--- src/rtl/fifo_push_arbiter.sv ---
// Round-robin arbiter sharing one fifo push port between N_REQ producers.
// Once granted, an owner keeps the port for up to MAX_BURST words.
module fifo_push_arbiter #(
  parameter int unsigned N_REQ     = 2,
  parameter int unsigned BIT_WIDTH = 8,
  parameter int unsigned MAX_BURST = 4
) (
  input  logic                         clk_i,
  input  logic                         rst_i,
  input  logic [N_REQ-1:0]             req_i,
  input  logic [N_REQ*BIT_WIDTH-1:0]   req_data_i,
  output logic [N_REQ-1:0]             gnt_o,
  output logic                         fifo_push_o,
  output logic [BIT_WIDTH-1:0]         fifo_push_data_o,
  input  logic                         fifo_full_i,
  output logic                         arb_busy_o,
  output logic [$clog2(N_REQ)-1:0]     cur_owner_o
);

  localparam int unsigned IdxW = $clog2(N_REQ);
  localparam int unsigned CntW = (MAX_BURST < 2) ? 1 : $clog2(MAX_BURST + 1);

  typedef enum logic [0:0] {StIdle, StOwn} state_e;

  state_e          st_q, st_d;
  logic [IdxW-1:0] ptr_q, ptr_d;
  logic [IdxW-1:0] owner_q, owner_d;
  logic [CntW-1:0] bcnt_q, bcnt_d;

  logic            found;
  logic [IdxW-1:0] win_idx;
  logic [N_REQ-1:0] gnt;

  function automatic logic [IdxW-1:0] inc_mod(input logic [IdxW-1:0] v);
    if (v == IdxW'(N_REQ - 1)) begin
      return '0;
    end
    return v + 1'b1;
  endfunction

  // First set request scanning from ptr upwards, wrapping modulo N_REQ.
  always_comb begin
    int unsigned c;
    found   = 1'b0;
    win_idx = '0;
    c       = 0;
    for (int unsigned off = 0; off < N_REQ; off++) begin
      c = 32'(ptr_q) + off;
      if (c >= N_REQ) begin
        c = c - N_REQ;
      end
      if (!found && req_i[c]) begin
        found   = 1'b1;
        win_idx = IdxW'(c);
      end
    end
  end

  always_comb begin
    st_d    = st_q;
    ptr_d   = ptr_q;
    owner_d = owner_q;
    bcnt_d  = bcnt_q;
    gnt     = '0;
    unique case (st_q)
      StIdle: begin
        if (!rst_i && !fifo_full_i && found) begin
          gnt[win_idx] = 1'b1;
          if (MAX_BURST == 1) begin
            ptr_d = inc_mod(win_idx);
          end else begin
            st_d    = StOwn;
            owner_d = win_idx;
            bcnt_d  = CntW'(1);
          end
        end
      end
      StOwn: begin
        if (!req_i[owner_q]) begin
          // Owner withdrew: release with a one-cycle bubble.
          st_d  = StIdle;
          ptr_d = inc_mod(owner_q);
        end else if (!rst_i && !fifo_full_i) begin
          gnt[owner_q] = 1'b1;
          bcnt_d       = bcnt_q + 1'b1;
          if (bcnt_q + 1'b1 == CntW'(MAX_BURST)) begin
            st_d  = StIdle;
            ptr_d = inc_mod(owner_q);
          end
        end
      end
      default: st_d = StIdle;
    endcase
  end

  always_ff @(posedge clk_i) begin
    if (rst_i) begin
      st_q    <= StIdle;
      ptr_q   <= '0;
      owner_q <= '0;
      bcnt_q  <= '0;
    end else begin
      st_q    <= st_d;
      ptr_q   <= ptr_d;
      owner_q <= owner_d;
      bcnt_q  <= bcnt_d;
    end
  end

  always_comb begin
    fifo_push_data_o = '0;
    for (int unsigned i = 0; i < N_REQ; i++) begin
      if (gnt[i]) begin
        fifo_push_data_o = fifo_push_data_o | req_data_i[i*BIT_WIDTH +: BIT_WIDTH];
      end
    end
  end

  assign gnt_o       = gnt;
  assign fifo_push_o = |gnt;
  assign arb_busy_o  = (st_q == StOwn);
  assign cur_owner_o = (st_q == StOwn) ? owner_q : '0;

endmodule

--- config.mk ---
export PLATFORM = sky130hd
export DESIGN_NAME = fifo_push_arbiter
export DESIGN_NICKNAME = d
export VERILOG_FILES = /design/src/rtl/fifo_push_arbiter.sv
export SDC_FILE = /design/constraint.sdc
export NUM_CORES = 1
export LEC_CHECK = 0
export BUFFER_PORTS_ARGS = -buffer_cell sky130_fd_sc_hd__buf_2
export CAP_MARGIN = 20
export CORE_AREA = 2 2 39 41
export DETAILED_ROUTE_END_ITERATION = 8
export DIE_AREA = 0 0 41 43
export MAX_ROUTING_LAYER = met4
export PLACE_DENSITY = 0.81
export REMOVE_ABC_BUFFERS = 1
export SYNTH_ARGS = -nofsm -noshare
export SYNTH_HDL_FRONTEND = slang
export SYNTH_SLANG_ARGS = --single-unit
--- constraint.sdc ---
create_clock -name clk_i -period 4.3 [get_ports clk_i]
set_clock_uncertainty 0.2 [all_clocks]
set_input_delay 0.86 -clock clk_i [delete_from_list [all_inputs] [get_ports clk_i]]
set_output_delay 0.86 -clock clk_i [all_outputs]
set_load 0.05 [all_outputs]
==> impl_metrics.yaml <==
timing:
  period_needed_ns: 2.97
  finalCritPeriodShare_pct: 69.0
  worst_pin_slew_ns: 0.379
  rsz0062_at_grt: "false"
  setup_slack_ns: 1.33
  finalSetupTns_ns: 0
  setup_viol: 0
  slew_headroom_pct: 74.7
  finalMaxSlewViolations: 0
  max_freq_mhz: 337
  finalHoldViolCount: 0
  hold-worst-slack_ns: 0.294
run:
  drv_cap: 0
routing:
  firstDrtPassIters: 2
  drtIter0Drc: 1
  antenna_left: 0
  drt-total-wl_microns: 1110
  routedWlPerCell_microns: 10.7
  vias_per_cell: 5.01
  vias: 521
  drc: 0
power:
  p_switching_mw: 0.0608
  leakage_nw: 0.359
  p_clk_share_pct: 28.1
  intPower_mw: 0.111
  ir_drop_mv: 0.157
  totalPowerFinal_mw: 0.172
  powerDensity_nw_per_um2: 252
  swShare_pct: 35.4
  seq_power_share_pct: 37.1
  p_comb_share_pct: 34.8
global_routing:
  antenna_found_initial: 0
  grt_max_degree: 12
  grt_pass1_wl_microns: 1550
  grt_pass1_vias: 417
  grt_usage_pct: 12.8
  grt_overflow: 0
worst_setup_path:
  criticalPathCategory: "input port to output pin"
  worst_setup_path_end_kind: "output pin"
  regToRegStartpoint: "bcnt_q[0]$_SDFFE_PP0P_"
  arrival_ns: 1.91
  rr_endpoint: "ptr_q$_SDFFE_PP0P_"
  ff2ff_setup_slack_ns: 2.56
  startpoint_type: "input port"
  cp_slowest_cell: "buf_2"
  cpLargestDelayFamily: "buffers and inverters"
  slowest_delay_ns: 0.25
  reg2regPathDepth: 5
  cp.required_ns: 3.24
  cp_num_buf_inv: 3
  path_cells: "buf_2 > nor2_4 > o2111ai_2 > inv_2 > a22o_1 > buf_2"
  crit_fanout: 10
  cp_common_cell: "buf_2"
clock_network:
  cts_sinks: 6
  cts_resized: 0
  numCtsBuffers: 3
  hold_buffers: 0
  clock_path_buffers: 2
  clk_pin_slew_ns: 0.04
  clockRootBuffer: "clkbuf_4"
  h-tree-depth: 1
  cts_tree: "done"
  post-cts-setup-buffer-count: 0
  clk_latency_ns: 0.23
synthesis:
  synth-seq-cells: 6
  synthCells: 54
  synthesis.area_per_instance_sq_um: 9.13
  syn_area_sq_um: 493
  ys_seq_area_share_pct: 24.4
  yosys.cell_types.count: 27
  ys_warn_count: 0
floorplan:
  pin_count: 34
  die_area_sq_um: 1760
  initial_core_util_pct: 35.6
  core_area_sq_um: 1380
  chipWidth_microns: 41
  rows: 14
  die_h_microns: 43
place:
  io_buffers: 33
  place_inst: 101
  place_congestion: 0.783
  placed_cell_area_sq_um: 659
  dp_worst_setup_slack_ns: 1.32
  hpwl_microns: 925
cells_and_area:
  final_cell_mix: "buf_2 (33), a22o_1 (8), nor2_1 (7)"
  finalNonFillerCells: 104
  final_common_cell: "buf_2"
  num_antenna_cells: 0
  final_area_sq_um: 682
  drive_above_1_share_pct: 52.3
  finalCoreUtilization_pct: 49.3
  area_growth_pct: 38.3
  fillers: 144
  nets: 113
min_path:
  worstHoldStart: "bcnt_q[1]$_SDFFE_PP0P_"
  min_path_type: "flop to flop"
  whs_path_depth: 2
  hold_path_end: "bcnt_q[1]$_SDFFE_PP0P_"
status:
  status: "finished, final reports clean"
[Yosys cell counts, drive strengths merged]
master | instances | area, sq um
nor2 | 8 | 37.5
a22o | 8 | 70.1
buf | 2 | 18.8
nor3 | 2 | 15.0
o2111ai | 1 | 15.0
mux2i | 2 | 20.0
or4b | 1 | 13.8
nand2 | 4 | 17.5
nand4 | 1 | 12.5
nor2b | 2 | 12.5
inv | 4 | 17.5
o22ai | 1 | 12.5
xor2 | 1 | 8.76
a32oi | 2 | 17.5
a31oi | 1 | 6.26
a311oi | 1 | 15.0
dfxtp | 6 | 120
mux2 | 1 | 11.3
nand2b | 3 | 18.8
nand3b | 1 | 7.51
ha | 2 | 25.0
[state kept, by name (all words and copies together), names as in the netlist]
name	count
bcnt_q	3
arb_busy_o	1
owner_q	1
ptr_q	1
[routing by layer]
metal | vias up | global-route usage (%) | routed length (microns)
met5 | - | - | 0
met2 | 24 | 22.8 | 567
li1 | 270 | - | -
met1 | 227 | 12.8 | 425
met4 | 0 | 8.00 | 0
met3 | 0 | 0 | 121
[worst min-delay path: stages, from the launching register on]
cell and delay, ns:
dfxtp_1 0.32, nand2b_1 0.07, mux2i_1 0.06
[area by class of cell]
class / instances / area (sq um) / share of cell area [%]
sequential: 6 / 120 / 17.6
multi-input combinational: 42 / 337 / 49.4
timing repair buffer: 33 / 165 / 24.2
inverter: 4 / 17.5 / 2.57
tap: 16 / 20.0 / 2.94
clock buffer: 3 / 22.5 / 3.30
[power groups by stage]
stage	sequential (mW)	combinational (mW)	clock, mW
global placement	0.0642	0.0595	0
CTS	0.0637	0.0604	0.0511
finish	0.0638	0.0598	0.0484
floorplan	0.0662	0.0381	0
detailed placement	0.0647	0.0602	0
global route	0.0641	0.0650	0.0547
[worst max path at each step]
stage,startpoint,endpoint,slack (ns),cells past startpoint
final,rst_i,fifo_push_data_o[7],1.33,6
after global placement,rst_i,fifo_push_data_o[7],1.36,6
after global routing,rst_i,fifo_push_data_o[0],1.24,6
after CTS,rst_i,fifo_push_data_o[7],1.32,6
after floorplan,fifo_full_i,fifo_push_data_o[0],1.31,4
after detailed placement,rst_i,fifo_push_data_o[7],1.32,6
[kinds of logic (layout without fill, tap and decap cells)]
group	Yosys count	after routing	synth area share [%]
adder cells (fa/ha/maj)	2	2	5.08
AO/OA/AOI/OAI	14	14	27.7
flip-flops	6	6	24.4
buffers and inverters	6	40	7.36
XOR/XNOR	1	1	1.78
AND/OR/NAND/NOR	22	22	27.4
multiplexers	3	3	6.35
Power figures use the tool's default switching activity.
